$ cat config.mk
export PLATFORM = sky130hd
export DESIGN_NAME = fisr_controller
export DESIGN_NICKNAME = d
export VERILOG_FILES = /design/src/rtl/fisr_controller.sv
export SDC_FILE = /design/constraint.sdc
export NUM_CORES = 1
export LEC_CHECK = 0
export ABC_AREA = 1
export CORE_AREA = 2 2 156 158
export DETAILED_ROUTE_END_ITERATION = 7
export DIE_AREA = 0 0 158 160
export PLACE_DENSITY = 0.75
export SYNTH_ARGS = -nofsm -noshare
export SYNTH_HDL_FRONTEND = slang
export SYNTH_SLANG_ARGS = --single-unit
$ cat constraint.sdc
create_clock -name clk -period 2.3 [get_ports clk]
set_input_delay 0.46 -clock clk [delete_from_list [all_inputs] [get_ports clk]]
set_output_delay 0.46 -clock clk [all_outputs]
set_load 0.05 [all_outputs]
$ cat src/rtl/fisr_controller.sv
// Fast inverse square root sequencer: seeds y from the bit pattern of x and
// runs Newton steps on shared external FP multiplier/subtractor units.
module fisr_controller #(
    parameter int MUL_LAT = 3,
    parameter int SUB_LAT = 4,
    parameter int ITER    = 1
) (
    input  logic        clk,
    input  logic        rst,
    input  logic        start,
    input  logic [31:0] x_in,
    output logic        busy,
    output logic        done,
    output logic [31:0] y_out,
    output logic        op_valid,
    output logic        op_mul,
    output logic [31:0] op_a,
    output logic [31:0] op_b,
    input  logic [31:0] res_in
);

    // state  | meaning
    // IDLE   | waiting for start; captures x and forms the seed
    // ISSUE  | one-cycle op_valid strobe to the FP unit
    // WAIT   | counting down the unit latency; samples res_in on expiry
    // DONE   | one-cycle done pulse with y_out valid
    typedef enum logic [1:0] {
        S_IDLE  = 2'd0,
        S_ISSUE = 2'd1,
        S_WAIT  = 2'd2,
        S_DONE  = 2'd3
    } state_t;

    localparam logic [31:0] MAGIC      = 32'h5F3759DF;
    localparam logic [31:0] HALF       = 32'h3F000000;
    localparam logic [31:0] THREE_HALF = 32'h3FC00000;
    localparam logic [31:0] POS_INF    = 32'h7F800000;
    localparam logic [31:0] QNAN       = 32'h7FC00000;

    localparam int LAT_MAX = (MUL_LAT > SUB_LAT) ? MUL_LAT : SUB_LAT;
    localparam int LAT_W   = $clog2(LAT_MAX + 1);

    // step 4 is the one-off h = x*0.5 op; steps 0..3 form one Newton iteration
    localparam logic [2:0] STEP_SEED = 3'd4;
    localparam logic [1:0] ITER_LAST = 2'(ITER - 1);

    state_t           state, state_nx;
    logic [2:0]       step, step_nx;
    logic [1:0]       iter, iter_nx;
    logic [LAT_W-1:0] lat, lat_nx;
    logic [31:0]      x, x_nx;
    logic [31:0]      h, h_nx;
    logic [31:0]      y, y_nx;
    logic [31:0]      t, t_nx;
    logic [31:0]      y_out_nx;
    logic             op_valid_nx;
    logic             op_mul_nx;
    logic [31:0]      op_a_nx;
    logic [31:0]      op_b_nx;
    logic             last_op;

    assign last_op = (step == 3'd3) && (iter == ITER_LAST);

    always_comb begin
        state_nx = state;
        step_nx  = step;
        iter_nx  = iter;
        lat_nx   = lat;
        x_nx     = x;
        h_nx     = h;
        y_nx     = y;
        t_nx     = t;
        y_out_nx = y_out;

        case (state)
            S_IDLE: begin
                if (start) begin
                    x_nx    = x_in;
                    y_nx    = MAGIC - {1'b0, x_in[31:1]};
                    step_nx = STEP_SEED;
                    iter_nx = 2'd0;
                    if (x_in[30:0] == 31'd0) begin
                        y_out_nx = POS_INF;
                        state_nx = S_DONE;
                    end else if (x_in[31]) begin
                        y_out_nx = QNAN;
                        state_nx = S_DONE;
                    end else begin
                        state_nx = S_ISSUE;
                    end
                end
            end
            S_ISSUE: begin
                state_nx = S_WAIT;
                lat_nx   = (step == 3'd2) ? LAT_W'(SUB_LAT) : LAT_W'(MUL_LAT);
            end
            S_WAIT: begin
                if (lat == LAT_W'(1)) begin
                    case (step)
                        STEP_SEED: h_nx = res_in;
                        3'd3:      y_nx = res_in;
                        default:   t_nx = res_in;
                    endcase
                    if (last_op) begin
                        y_out_nx = res_in;
                        state_nx = S_DONE;
                    end else begin
                        state_nx = S_ISSUE;
                        if (step == STEP_SEED || step == 3'd3) begin
                            step_nx = 3'd0;
                        end else begin
                            step_nx = step + 3'd1;
                        end
                        if (step == 3'd3) begin
                            iter_nx = iter + 2'd1;
                        end
                    end
                end else begin
                    lat_nx = lat - LAT_W'(1);
                end
            end
            S_DONE: begin
                state_nx = S_IDLE;
            end
            default: begin
                state_nx = S_IDLE;
            end
        endcase
    end

    // Operands come from the post-update register values so a result sampled
    // on this edge can be forwarded straight into the next issue.
    always_comb begin
        op_valid_nx = (state_nx == S_ISSUE);
        op_mul_nx   = 1'b0;
        op_a_nx     = 32'd0;
        op_b_nx     = 32'd0;
        if (op_valid_nx) begin
            case (step_nx)
                STEP_SEED: begin
                    op_mul_nx = 1'b1;
                    op_a_nx   = x_nx;
                    op_b_nx   = HALF;
                end
                3'd0: begin
                    op_mul_nx = 1'b1;
                    op_a_nx   = y_nx;
                    op_b_nx   = y_nx;
                end
                3'd1: begin
                    op_mul_nx = 1'b1;
                    op_a_nx   = h_nx;
                    op_b_nx   = t_nx;
                end
                3'd2: begin
                    op_mul_nx = 1'b0;
                    op_a_nx   = THREE_HALF;
                    op_b_nx   = t_nx;
                end
                default: begin
                    op_mul_nx = 1'b1;
                    op_a_nx   = y_nx;
                    op_b_nx   = t_nx;
                end
            endcase
        end
    end

    always_ff @(posedge clk or negedge rst) begin
        if (!rst) begin
            state    <= S_IDLE;
            step     <= 3'd0;
            iter     <= 2'd0;
            lat      <= '0;
            x        <= 32'd0;
            h        <= 32'd0;
            y        <= 32'd0;
            t        <= 32'd0;
            busy     <= 1'b0;
            done     <= 1'b0;
            y_out    <= 32'd0;
            op_valid <= 1'b0;
            op_mul   <= 1'b0;
            op_a     <= 32'd0;
            op_b     <= 32'd0;
        end else begin
            state    <= state_nx;
            step     <= step_nx;
            iter     <= iter_nx;
            lat      <= lat_nx;
            x        <= x_nx;
            h        <= h_nx;
            y        <= y_nx;
            t        <= t_nx;
            busy     <= (state_nx != S_IDLE);
            done     <= (state_nx == S_DONE);
            y_out    <= y_out_nx;
            op_valid <= op_valid_nx;
            op_mul   <= op_mul_nx;
            op_a     <= op_a_nx;
            op_b     <= op_b_nx;
        end
    end

endmodule

# After elaboration in Yosys (flattened, before gate mapping)
# Cells that the tools add are included.
op_classes:
  reduce_logical: 13
  shift: 0
  n_mul: 0
  order_cmp: 0
  n_addsub: 4
  div: 0
  n_mux: 43
  n_bitwise: 0
  n_eq_ne: 19
ops:
  columns: ["operator", "count"]
  rows:
  - ["two-way mux 32 bit", 18]
  - ["one-hot mux 32 bit (2 select lines)", 3]
  - ["one-hot mux 32 bit (3 select lines)", 1]
  - ["subtractor 31 x 31 -> 32 bit (first input constant)", 1]
  - ["zero test 31 bit", 1]
  - ["two-way mux 2 bit", 9]
  - ["two-way mux 3 bit", 6]
  - ["!= test 2 bit (second input constant)", 6]
  - ["one-hot mux 3 bit (2 select lines)", 2]
  - ["AND reduction 5 bit", 2]
  - ["equality test 3 x 2 -> 1 bit (second input constant)", 3]
  - ["one-hot mux 2 bit (4 select lines)", 1]
  - ["equality test 2 bit (second input constant)", 3]
  - ["equality test 3 x 1 -> 1 bit (second input constant)", 2]
  - ["equality test 3 bit (second input constant)", 2]
  - ["nonzero test 2 bit", 3]
  - ["equality test 2 x 1 -> 1 bit (second input constant)", 2]
  - ["zero test 2 bit", 2]
  - ["one-hot mux 2 bit (2 select lines)", 1]
  - ["adder 3 x 1 -> 3 bit (second input constant)", 1]
  - ["zero test 3 bit", 1]
  - ["!= test 3 bit (second input constant)", 1]
  - ["subtractor 3 x 1 -> 3 bit (second input constant)", 1]
  - ["adder 2 x 1 -> 2 bit (second input constant)", 1]
  - ["5 further kinds", 6]
totals:
  inputBits: 67
  latch_bits: 0
  ram_bits: 0
  mem_count: 0
  mem_bits_ro: 0
  regBits: 238
  word_cells: 94
  out_inout_bits: 100

# Logic depth before layout (Yosys ltp)
depth:
  ltp_word: 9
  ltp_mapped: 17
  ltp_nobuf: 15

# Least setup slack after synthesis
# Ideal clock, no wire load.
synth_timing:
  path_kind: "reg-to-reg"
  startpoint: "reg step[1]"
  endpoint: "reg op_a[11]"
  path_slack_ns: 0.099
  arrival_ns: 2.080
  synth_period_minus_slack_ns: 2.201
  t_required_ns: 2.179
  n_path_buf: 2
  path_stages_with_launch: 15
  setup_ns: 0.121
  cell_sequence: "dfrtp_1 -> ha_1 -> ha_1 -> nand2_1 -> nand2_1 -> nor2_1 -> nor2_1 -> nor2_4 -> buf_6 -> nand3_2 -> nand2_2 -> nor2_8 -> buf_4 -> a21oi_1 -> nor2_1"
synth_between:
  elab_chain_cells: 9
  elab_cells_between_ends: 25
  cone_classes: "1 x add/sub; 6 x eq/ne; 16 x mux; 2 x reduce/logical"
synth_lines:
  columns: ["element", "line_no", "text"]
  rows:
  - ["start, declared", "48", "logic [2:0] step, step_nx;"]
  - ["start signal, assigned", "188", "step <= step_nx;"]
  - ["branches (longest 8 deep; another with adder 3 x 1 -> 3 bit)", null, null]
  - ["two-way mux 32 bit (*)", "138", "if (op_valid_nx) begin"]
  - ["named net op_a_nx[11]", "58", "logic [31:0] op_a_nx;"]
  - ["end signal, assigned", "200", "op_a <= op_a_nx;"]
  - ["end, declared", "17", "output logic [31:0] op_a,"]
# Mark *: on every way through the listed nets, which the timed path passes.
# A chain may end at the register's enable or synchronous reset.

# Final worst setup path
layout_timing:
  startpoint: "reg step[1]"
  endpoint: "reg op_a[19]"
# The elaborated chain is that of the path after synthesis.

==> impl_metrics.csv <==
group,metric,value,unit
worst_setup_path,criticalPathCategory,"register to register",
worst_setup_path,crit_path_frequent_cell,"nand2_4",
cells_and_area,antenna_diode_count,0,
worst_setup_path,timing.critical_path.slowest_cell_delay,380,ps
synthesis,synth_cell_type_count,41,
floorplanning,fp.dieArea,25280,sq um
routing,drc,0,
worst_setup_path,worst_setup_path_end_kind,"register",
sta,report.final.setup_viol,2,
sta,finalWorstPathRequiredPeriod,2314,ps
placement,place.detailed.hpwl,27710,um
synthesis,mapped_cell_area,11360,sq um
sta,timing.final.ws_setup,-13.96,ps
floorplanning,pin_count,167,
run_status,violations_in_the_final_reports,"negative setup slack",
cells_and_area,design.final.nets,1850,
global_routing,number_of_global_route_vias_before_repair,11120,
routing,via_per_inst,5.289,
clock_tree,post_cts_clock_slew_at_the_launch_and_capture_registers_of_the_worst_setup_and_hold_paths,60,ps
synthesis,synth_async_sr_flop_share,1.000,
clock_tree,tritoncts_buffer_count,26,
clock_tree,cts_root_buffer,"clkbuf_16",
routing,wl_per_cell,18.18,um
run_status,outcome,"finished with violations",
synthesis,synth_top_family_by_area,"simple AND/OR/NAND/NOR gates",
global_routing,global_route.overflow_total,0,
synthesis,synth_enable_flop_cells,0,
placement,place_ws,-295.3,ps
worst_setup_path,critPathArrivalTime,2730,ps
global_routing,grt_first_pass_wirelength,58830,um
synthesis,yosys.area.top_type_share,0.5242,
synthesis,synth_compound_area_frac,0.1166,
synthesis,mappedNetlistNets,1524,
global_routing,grt_max_degree,55,
clock_tree,cts-htree-levels,1,
synthesis,yosys-mux-area-fraction,0,
worst_setup_path,required,2720,ps
sta,tightestPinTransition,529.8,ps
clock_tree,clock_sinks,238,
cells_and_area,post_layout_nonfiller_instances,2116,
worst_setup_path,crit_family,"simple AND/OR/NAND/NOR gates",
routing,num_vias,11190,
worst_setup_path,path_max_fanout,7,
clock_tree,cts_tree,"yes",
synthesis,synth-seq-cells,238,
synthesis,netlist_top_cells_area,"dfrtp_1, nand2_1, nor2_1",
hold_path,path_category_of_the_worst_min_delay_check,"input pin to async pin",
sta,endpoints_failing_hold,0,
sta,finalClockSkew,31.34,ps
floorplanning,core_area,23820,sq um
floorplanning,fp.dieH,160,um
power_and_ir_drop,total_leakage_power,7.882,nW
sta,timing.max_slew.rel_slack,0.6457,
worst_setup_path,reg2reg_setup_slack,-10,ps
floorplanning,rows,57,
synthesis,warning_count_from_the_yosys_run,0,
cells_and_area,syn2layout_area_growth,40.46,%
synthesis,post_synthesis_sequential_area_ratio,0.5242,
placement,post_dp_cell_area,14720,sq um
cells_and_area,final_cell_area,15960,sq um
power_and_ir_drop,pwr_density_cell,1512,nW/um^2
floorplanning,initial_utilization,0.4770,
sta,setup_total_negative_slack,-16.71,ps
worst_setup_path,crit_chain,"ha_2, ha_4, nand2_4, nand2_4, nor2_4, nor2_2, nor2_4, buf_6, nor2_8, nor2_8, buf_6, nand2_4, nand2_2, nor2_1",
synthesis,post_synth_fa_ha_maj_area_fraction,0.009911,
placement,post_place_cells,2059,
sta,rsz0062_at_grt,"true",
routing,drt_iter0_markers,900,
sta,fmax,0.4322,GHz
sta,final-max-slew-violation-count,0,
synthesis,synth-main-ff-cell,"dfrtp_1",
synthesis,synthesis.instances,1448,
global_routing,number_of_antenna_violations_at_the_first_check_in_global_routing,0,
routing,detail_route.first_pass.iterations,6,
synthesis,synth_largest_area_cell,"dfrtp_1",
worst_setup_path,slowest_stage,"dfrtp_1",
routing,ant_nets,0,
synthesis,post_synth_and_or_nand_nor_area_fraction,0.2761,
worst_setup_path,setup.worst_path.start_class,"register",
clock_tree,cts_buffer_depth,3,
floorplanning,die_x,158,um
worst_setup_path,critPathBufInv,2,
power_and_ir_drop,vdd_drop_max,0.9343,mV
cells_and_area,post_route_cells_drive_above_1_share,0.1713,
synthesis,synth_xor_area_frac,0.0007708,
placement,port_buffers,166,
global_routing,grt_usage,0.2998,
placement,place_congestion,0.9130,
job,drv_cap,0,
routing,totalWireLength,38470,um
cells_and_area,finish.utilization,0.6700,
sta,min_period_over_period,1.006,
clock_tree,worstSkewPairLatency,550,ps
synthesis,synth.avg_cell_area,7.847,sq um
==> registers in the layout (all words and copies together) (netlist names) <==
register	cells
busy	1
done	1
h	32
iter	2
lat	3
op_a	32
op_b	32
op_mul	1
op_valid	1
state	2
step	3
t	32
x	32
y	32
y_out	32
==> through the flow <==
step	hold WS [ps]	power (mW)
floorplan	164.4	13.79
global placement	409.1	18.39
detailed placement	410.2	18.64
CTS	411.1	23.13
global route	443.2	25.42
finish	411.6	24.12
==> path summary, 6_finish.rpt <==
kind | to | startpoint | cells past startpoint
max in group asynchronous | op_b[15] | rst | 3
worst min-delay path | op_a[3] | rst | 2
worst max register to register | op_a[19] | step[1] | 14
min in group clk | y_out[3] | y_out[3] | 2
worst max-delay path | op_a[19] | step[1] | 14
worst min register to register | y_out[3] | y_out[3] | 2
==> worst register-to-register path, stage by stage (launching register included) <==
cell and delay, ps:
dfrtp_1 380, ha_2 210, ha_4 180, nand2_4 80
nand2_4 60, nor2_4 130, nor2_2 60, nor2_4 220
buf_6 170, nor2_8 60, nor2_8 240, buf_6 190
nand2_4 70, nand2_2 80, nor2_1 50
==> metal layers <==
layer | global-route usage | part of all wire | vias to the layer above
met3 | 0.04043 | 0.081 | 76
met4 | 0.09296 | 0.028 | 0
li1 | - | - | 5290
met2 | 0.4933 | 0.48 | 514
met1 | 0.4132 | 0.41 | 5311
met5 | 0 | 0 | -
==> synth_stat cells, types with 3 or more instances <==
cell,count
nand2_1,411
dfrtp_1,238
nor2_1,202
inv_1,140
o21ai_0,131
a21oi_1,81
nand3_1,66
nand4_1,33
clkbuf_1,28
buf_2,20
a22oi_1,15
or2_2,11
ha_1,9
nor3_1,6
inv_2,5
o22ai_1,5
buf_4,4
nor2_4,4
o221ai_1,4
buf_1,3
nand2_2,3
or2_1,3
==> power breakdown <==
group | internal (mW) | switching, mW
combinational | 4.81 | 8.75
sequential | 5.69 | 0.597
clock | 2.56 | 1.72
==> kinds of logic after synthesis <==
| group | Yosys count |
|---|---|
| DFF | 238 |
| and+or+nand+nor | 749 |
| buffers and inverters | 204 |
| AOI/OAI and AO/OA | 247 |
| xor gates and xnor gates | 1 |
| adders and majority gates | 9 |
==> layout make-up <==
| class | count | area [sq um] |
|---|---|---|
| flip-flops and latches | 238 | 5957 |
| clock inverters | 6 | 100.1 |
| multi-input cells | 1006 | 4776 |
| fillers | 2005 | 7861 |
| clock buffers | 40 | 783.3 |
| inverters | 147 | 560.5 |
| repair buffers | 355 | 3377 |
| well taps | 324 | 405.4 |
==> what timing repair did <==
item                                   CTS  global route
gates resized for setup                  8            63
buffers inserted                         1             6
pin swaps                                2            18
setup endpoints to repair               35            63
gates cloned                             0             3
hold buffers                             1             0
endpoints found under the hold margin   48             0
==> cells in the final DEF, fill, tap and decap left out, drive strengths merged, types with 3 or more instances in the layout <==
cell / instances
nand4: 33
a22oi: 15
clkdlybuf4s50: 165
clkinvlp: 3
clkbuf: 42
inv: 146
o221ai: 4
o21ai: 132
nor2: 210
o22ai: 5
ha: 9
dfrtp: 238
nor3: 6
a21oi: 82
buf: 187
nand2: 416
or2: 14
nand3: 68
No activity file was read; power rests on OpenSTA's default activity.
